`src/rtl/johnson_monitor.sv`:
```
// johnson_monitor
//   Watches the output of an upstream 4-bit Johnson counter. Each en=1 sample
//   is decoded to a phase index. The monitor also tracks whether the sequence
//   advances one phase at a time, locks onto a healthy sequence, counts
//   sequence errors while locked, and counts full revolutions.
//
// Parameters
//   LOCK_CNT  consecutive successor steps needed to lock (1..15)
//   ERR_W     width of the saturating error counter
//
// Ports
//   clk         clock, rising edge
//   reset       synchronous, active-high reset
//   johnson[3]  Johnson code from the upstream counter
//   en          sample strobe
//   clr_err     synchronous clear of err_cnt / err_sticky
//   phase[2:0]  decoded phase of the last legal sample
//   phase_oh[7] one-hot form of phase
//   code_ok     last sampled code was legal
//   locked      FSM is in LOCKED
//   seq_err     one-cycle pulse: illegal or out-of-sequence code while locked
//   err_sticky  set by seq_err, held until clr_err or reset
//   err_cnt     saturating count of seq_err pulses
//   rev_pulse   one-cycle pulse on each locked 7->0 step
//   rev_cnt     wrapping revolution count
module johnson_monitor #(
    parameter int LOCK_CNT = 2,
    parameter int ERR_W    = 8
) (
    input  logic             clk,
    input  logic             reset,
    input  logic [3:0]       johnson,
    input  logic             en,
    input  logic             clr_err,
    output logic [2:0]       phase,
    output logic [7:0]       phase_oh,
    output logic             code_ok,
    output logic             locked,
    output logic             seq_err,
    output logic             err_sticky,
    output logic [ERR_W-1:0] err_cnt,
    output logic             rev_pulse,
    output logic [7:0]       rev_cnt
);

    typedef enum logic {ACQUIRE = 1'b0, LOCKED = 1'b1} state_t;

    localparam logic [3:0]       LOCK_TGT = 4'(LOCK_CNT);
    localparam logic [ERR_W-1:0] ERR_MAX  = '1;

    state_t           state_q, state_d;
    logic [3:0]       step_q, step_d;
    logic [2:0]       phase_q, phase_d;
    logic [7:0]       phase_oh_q, phase_oh_d;
    logic             code_ok_q, code_ok_d;
    logic             seq_err_q, seq_err_d;
    logic             err_sticky_q, err_sticky_d;
    logic [ERR_W-1:0] err_cnt_q, err_cnt_d;
    logic             rev_pulse_q, rev_pulse_d;
    logic [7:0]       rev_cnt_q, rev_cnt_d;

    // Code decode
    logic       legal;
    logic [2:0] dec_phase;

    always_comb begin
        legal     = 1'b1;
        dec_phase = 3'd0;
        case (johnson)
            4'b0000: dec_phase = 3'd0;
            4'b0001: dec_phase = 3'd1;
            4'b0011: dec_phase = 3'd2;
            4'b0111: dec_phase = 3'd3;
            4'b1111: dec_phase = 3'd4;
            4'b1110: dec_phase = 3'd5;
            4'b1100: dec_phase = 3'd6;
            4'b1000: dec_phase = 3'd7;
            default: legal     = 1'b0;
        endcase
    end

    // Step and hold are only meaningful relative to a previous legal sample.
    // After reset or an illegal code (code_ok_q=0), the next legal code only
    // re-anchors the sequence. In LOCKED, code_ok_q is always 1, because an
    // illegal code always drops the FSM back to ACQUIRE.
    logic is_step, is_hold, wrap_step;

    always_comb begin
        is_step   = code_ok_q && legal && (dec_phase == phase_q + 3'd1);
        is_hold   = code_ok_q && legal && (dec_phase == phase_q);
        wrap_step = is_step && (phase_q == 3'd7);
    end

    always_comb begin
        state_d      = state_q;
        step_d       = step_q;
        phase_d      = phase_q;
        phase_oh_d   = phase_oh_q;
        code_ok_d    = code_ok_q;
        seq_err_d    = 1'b0;
        err_sticky_d = err_sticky_q;
        err_cnt_d    = err_cnt_q;
        rev_pulse_d  = 1'b0;
        rev_cnt_d    = rev_cnt_q;

        if (en) begin
            code_ok_d = legal;
            if (legal) begin
                phase_d    = dec_phase;
                phase_oh_d = 8'd1 << dec_phase;
            end

            case (state_q)
                ACQUIRE: begin
                    if (is_step) begin
                        if (step_q + 4'd1 == LOCK_TGT) begin
                            state_d     = LOCKED;
                            step_d      = 4'd0;
                            // The locking step can itself complete a revolution.
                            rev_pulse_d = wrap_step;
                        end else begin
                            step_d = step_q + 4'd1;
                        end
                    end else if (!is_hold) begin
                        step_d = 4'd0;
                    end
                end
                LOCKED: begin
                    if (is_step) begin
                        rev_pulse_d = wrap_step;
                    end else if (!is_hold) begin
                        state_d      = ACQUIRE;
                        step_d       = 4'd0;
                        seq_err_d    = 1'b1;
                        err_sticky_d = 1'b1;
                        if (err_cnt_q != ERR_MAX)
                            err_cnt_d = err_cnt_q + 1'b1;
                    end
                end
                default: state_d = ACQUIRE;
            endcase

            if (rev_pulse_d)
                rev_cnt_d = rev_cnt_q + 8'd1;
        end

        // A clear in the same cycle as an error takes priority over the error.
        if (clr_err) begin
            err_cnt_d    = '0;
            err_sticky_d = 1'b0;
        end
    end

    always_ff @(posedge clk) begin
        if (reset) begin
            state_q      <= ACQUIRE;
            step_q       <= 4'd0;
            phase_q      <= 3'd0;
            phase_oh_q   <= 8'h01;
            code_ok_q    <= 1'b0;
            seq_err_q    <= 1'b0;
            err_sticky_q <= 1'b0;
            err_cnt_q    <= '0;
            rev_pulse_q  <= 1'b0;
            rev_cnt_q    <= 8'd0;
        end else begin
            state_q      <= state_d;
            step_q       <= step_d;
            phase_q      <= phase_d;
            phase_oh_q   <= phase_oh_d;
            code_ok_q    <= code_ok_d;
            seq_err_q    <= seq_err_d;
            err_sticky_q <= err_sticky_d;
            err_cnt_q    <= err_cnt_d;
            rev_pulse_q  <= rev_pulse_d;
            rev_cnt_q    <= rev_cnt_d;
        end
    end

    assign phase      = phase_q;
    assign phase_oh   = phase_oh_q;
    assign code_ok    = code_ok_q;
    assign locked     = (state_q == LOCKED);
    assign seq_err    = seq_err_q;
    assign err_sticky = err_sticky_q;
    assign err_cnt    = err_cnt_q;
    assign rev_pulse  = rev_pulse_q;
    assign rev_cnt    = rev_cnt_q;

endmodule
```
`config.mk`:
```
export PLATFORM = sky130hd
export DESIGN_NAME = johnson_monitor
export DESIGN_NICKNAME = d
export VERILOG_FILES = /design/src/rtl/johnson_monitor.sv
export SDC_FILE = /design/constraint.sdc
export NUM_CORES = 1
export LEC_CHECK = 0
export BUFFER_PORTS_ARGS = -buffer_cell sky130_fd_sc_hd__buf_4
export CAP_MARGIN = 5
export CELL_PAD_IN_SITES_DETAIL_PLACEMENT = 0
export CELL_PAD_IN_SITES_GLOBAL_PLACEMENT = 1
export CORE_AREA = 2 2 89 91
export CTS_BUF_LIST = sky130_fd_sc_hd__clkbuf_8 sky130_fd_sc_hd__clkbuf_16
export DETAILED_ROUTE_END_ITERATION = 12
export DIE_AREA = 0 0 91 93
export PLACE_DENSITY_LB_ADDON = 0.25
export SLEW_MARGIN = 10
export SYNTH_ARGS = -nofsm -noshare
export SYNTH_HDL_FRONTEND = slang
export SYNTH_SLANG_ARGS = --single-unit
```
`constraint.sdc`:
```
create_clock -name clk -period 3.7 [get_ports clk]
set_input_delay 0 -clock clk [delete_from_list [all_inputs] [get_ports clk]]
set_output_delay 0 -clock clk [all_outputs]
set_load 0.005 [all_outputs]
```
Word level (Yosys, flattened, before mapping)
Cells that the tools add are included.
Widths: inputs -> output; s select.
{"block": "word_totals", "reg_bits": 36, "elab_cells": 64, "output_inout_bits": 32, "input_bits": 8}
{"block": "op_classes", "eq_ne": 13, "n_bitwise": 4, "add_sub_neg": 4, "n_reduce_logical": 14, "n_mux": 18, "shift": 1}
{"cell": "$pmux 3 s7", "count": 1}
{"cell": "$add 8x1->8 const B", "count": 2}
{"cell": "$eq 4x4->1 const B", "count": 4}
{"cell": "$mux 4", "count": 4}
{"cell": "$mux 1", "count": 10}
{"cell": "$eq 4x2->1 const B", "count": 2}
{"cell": "$ne 8x8->1 const B", "count": 1}
{"cell": "$pmux 4 s2", "count": 1}
{"cell": "$reduce_or 8->1", "count": 1}
{"cell": "$shl 1x3->8 const A", "count": 1}
{"cell": "$eq 3x3->1", "count": 2}
{"cell": "$reduce_and 2->1", "count": 3}
{"cell": "$reduce_and 5->1", "count": 1}
{"cell": "$add 4x1->4 const B", "count": 1}
{"cell": "$eq 4x1->1 const B", "count": 1}
{"cell": "$eq 4x3->1 const B", "count": 1}
{"cell": "$logic_and 1x1->1", "count": 4}
{"cell": "$logic_not 4->1", "count": 1}
{"cell": "$not 1->1", "count": 4}
{"cell": "$pmux 1 s2", "count": 2}
{"cell": "$reduce_and 4->1", "count": 1}
{"cell": "$reduce_or 2->1", "count": 2}
{"cell": "$reduce_or 4->1", "count": 1}
{"cell": "$add 3x1->3 const B", "count": 1}
{"cell": "2 further kinds", "count": 2}

Logic depth before layout (Yosys ltp)
{"block": "logic_depth", "depth_word": 11, "ltp_mapped": 10, "mapped_depth_nobuf": 8}

Worst setup path after synthesis
Ideal clock, no wire load.
{"block": "synth_timing", "path_type": "register to register", "startpoint": "register phase_q[0], in the netlist phase[0]", "endpoint": "register rev_cnt_q[6], in the netlist rev_cnt[6]", "t_required_ps": 3630, "setup_ps": 70, "n_path_buf": 1, "synth_period_minus_slack_ps": 2820, "path_stages_with_launch": 10, "arrival_ps": 2750, "path_slack_ps": 880, "path_cell_list": "dfxtp_1 -> ha_1 -> ha_1 -> or3b_1 -> a21boi_2 -> o211ai_2 -> or4_1 -> buf_2 -> or4_1 -> a21oi_1"}
{"block": "synth_via", "elab_chain_cells": 9, "elab_cells_between_ends": 11, "classes_between": "add/sub: 1; eq/ne: 2; mux: 5; reduce/logical: 3"}
{"item": "start: declaration", "line_no": "53", "source": "logic [2:0] phase_q, phase_d;"}
{"item": "start signal: assignment", "line_no": "169", "source": "phase_q <= phase_d;"}
{"item": "$add 3x1->3", "line_no": "89", "source": "is_step = code_ok_q && legal && (dec_phase == phase_q + 3'd1);"}
{"item": "$eq 3x3->1", "line_no": "89"}
{"item": "$logic_and 1x1->1", "line_no": "89"}
{"item": "$logic_and 1x1->1", "line_no": "91", "source": "wrap_step = is_step && (phase_q == 3'd7);"}
{"item": "$mux 1", "line_no": "116", "source": "if (step_q + 4'd1 == LOCK_TGT) begin"}
{"item": "$mux 1", "line_no": "115", "source": "if (is_step) begin"}
{"item": "$pmux 1 s2 (*)", "line_no": "113", "source": "case (state_q)"}
{"item": "$mux 1 (*)", "line_no": "106", "source": "if (en) begin"}
{"item": "$reduce_and 2->1 (no source line) (*)"}
{"item": "end signal: assignment", "line_no": "176", "source": "rev_cnt_q <= rev_cnt_d;"}
{"item": "end: declaration", "line_no": "60", "source": "logic [7:0] rev_cnt_q, rev_cnt_d;"}
Every way passes the cells marked *; elsewhere a longest branch is shown, timed or not. The select of a mux whose other input is x is not followed.
A chain may end at the register's enable or synchronous reset.

Worst setup path in the final report
{"block": "layout_timing", "startpoint": "register phase_q[0], in the netlist phase[0]", "endpoint": "register rev_cnt_q[7], in the netlist rev_cnt[7]"}
The elaborated chain is that of the path after synthesis.

==> metrics.cfg <==
[routing]
vias=2188
first_pass_iters=4
remaining_drc_errors=0
ant_nets=0
routed_via_density=5.31
routed_wl_mm=5.87
drt_iter0_markers=121
post_drt_wl_per_cell_um=14.2

[worst_setup_path]
worstPathCellList=ha_1 -> ha_1 -> or3b_1 -> a21boi_2 -> o211ai_2 -> or4_1 -> or4_1 -> a21oi_1
r2r_cells=8
cp_slowest_cell=or4_1
cp_max_fo=18
critPathCaptureType=flop
crit_path_max_incr_delay_ns=0.74
crit_cells=8
crit_type=flop to flop
cp_top_family=simple AND/OR/NAND/NOR gates
cp-start-kind=flop
crit_buf_inv=0
critPathArrivalTime_ns=3.40
cp.required_ns=3.93

[timing]
final.setup.tns_ns=0
relSlewSlack=0.687
rsz0062_at_grt=no
timing.fmax_ghz=0.315
finalMaxSlewViolations=0
whs_ns=0.0556
period_minus_slack_ns=3.17
fin_skew_ns=0.00420
min_period_over_period=0.858
worstMarginPinSlew_ns=0.469
finalHoldViolCount=0
setup_viol=0
setup_ws_ns=0.526

[synthesis]
yosysSeqAreaShare=0.326
post-synth-top-area-fraction=0.326
ys_types=51
synth_cells=282
synth_edf_count=0
syn_avg_cell_area_um2=7.84
ys_ff_latch=36
ys_top_cells_by_area=dfxtp_1 33%, a21oi_1 7.2%, nor2_1 4.4%
async_reset_ff_frac=0
syn_nets=296
synth_ff_type=dfxtp_1
synth_top_area_cell=dfxtp_1
synth.yosys.warnings=0
netlist_area_um2=2210

[grt]
top_usage_layer=met2
grt.overflow.total=0
use_met3=0.0346
grt_max_degree=33
grt_usage=0.143
grt_pass1_wl_mm=10.0
antenna_found_initial=0
globalRouteMet2Util=0.233
grt_pass1_vias=2016
grt_use_met1=0.188

[floorplan]
die_h_um=93
row_count=32
core-area_um2=7530
dieArea_um2=8460
start_util=0.294
num_io_pins=40
die_w_um=91

[flow_run]
drv_cap=0

[cts]
cts_root_buf=clkbuf_8
cts_buffers=5
clockBufferDepth=2
cts_resized=0
clock-sinks=36
ctsHtreeMaxLevel=2
cts_tree=done
cts.clk_slew.worst_paths_ns=0.08
clk_latency_ns=0.29

[placed_design]
place_inst=403
place_congestion=0.777
port_buffers=39
place_ws_ns=0.566
dpl.hpwl_mm=3.99

[power_and_ir_drop]
p_leak_nw=0.955
powerDensity_nw_per_um2=325
ir_drop_mv=0.118

[final_layout]
final_cell_mix=41 x buf_4, 36 x dfxtp_1, 32 x a21oi_1
final_util=0.353
layout-drive-gt1-share=0.194
layout.nets=323
synthToLayoutAreaGrowth_pct=20.2
final_cells=412
mostFrequentLayoutCell=buf_4
diodes=0

[hold_path]
hp-class=primary input to flop
worstHoldPathCells=2

[status]
status=finished clean

path summary, 6_finish.rpt:
path / start / end / slack, ns
max: phase[0]$_SDFFE_PP0P_ / rev_cnt[7]$_SDFFE_PP0P_ / 0.53
max reg2reg: phase[0]$_SDFFE_PP0P_ / rev_cnt[7]$_SDFFE_PP0P_ / 0.53
min: en / phase[1]$_SDFFE_PP0P_ / 0.06
min reg2reg: phase_oh[1]$_SDFFE_PP0P_ / phase_oh[1]$_SDFFE_PP0P_ / 0.48
cell families (layout without fill, tap and decap cells):
logic type,Yosys count,after routing,share of synthesized area
xor gates and xnor gates,4,4,0.0158
and+or+nand+nor,111,111,0.271
AOI/OAI and AO/OA,94,94,0.277
muxes,2,2,0.0147
adders and majority gates,6,6,0.0339
DFF,36,36,0.326
buffers and inverters,29,57,0.0616
area by class of cell:
class | count | area (um2)
Tap cell | 102 | 128
Clock buffer | 5 | 68.8
Multi-Input combinational cell | 217 | 1360
Clock inverter | 3 | 42.5
Sequential cell | 36 | 721
Inverter | 7 | 26.3
Timing Repair Buffer | 42 | 318
Fill cell | 814 | 4870
Yosys cell counts (all sizes together) (2+ instances only):
cell and count:
a21oi 32, o211a 2, a311oi 2, a31o 2, dfxtp 36, o211ai 3, a211oi 4, a221o 2
a32o 2, buf 7, or2 5, and2 3, nand3 6, nor3 6, o31ai 10, ha 6
o21ai 19, nand4 9, clkbuf 15, xnor2 4, nand2b 4, nand2 18, or3 8, o21a 2
inv 6, nand3b 3, or4 9, nor2b 7, a31oi 4, and3 3, nor2 26
report_power, final:
| group | switching, mW | internal [mW] | total (mW) |
|---|---|---|---|
| Clock | 0.158 | 0.200 | 0.358 |
| Combinational | 0.0650 | 0.0435 | 0.109 |
| Sequential | 0.00666 | 0.392 | 0.399 |
flip-flops by register name, indices dropped and copies added, names as in the netlist:
register,count
code_ok,1
step_q,4
rev_cnt,8
seq_err,1
phase_oh,8
rev_pulse,1
locked,1
err_cnt,8
phase,3
err_sticky,1
routing by layer:
layer / wire, um / vias to the layer above
met4: 68 / 0
met2: 2750 / 49
met1: 2770 / 1032
li1: - / 1102
met5: 0 / -
met3: 279 / 5
worst reg2reg max path, delay by kind of cell, from the launching register on:
family,cells,cell delay (ns)
DFF,1,0.52
adders and majority gates,2,0.47
AOI/OAI and AO/OA,3,0.43
and+or+nand+nor,3,1.70
repair_timing:
| action | 4_1_cts | 5_1_grt |
|---|---|---|
| hold buffers | 1 | 0 |
| setup buffers | 0 | 0 |
| hold endpoints to repair | 1 | 0 |
through the flow:
step / cell area [um2] / power, mW
4_1_cts: 2660 / 0.882
5_1_grt: 2660 / 0.913
3_3_place_gp: 2540 / 0.517
6_report: 2660 / 0.865
3_5_place_dp: 2540 / 0.516
2_1_floorplan: 2210 / 0.486
(Power assumes the default switching activity.)
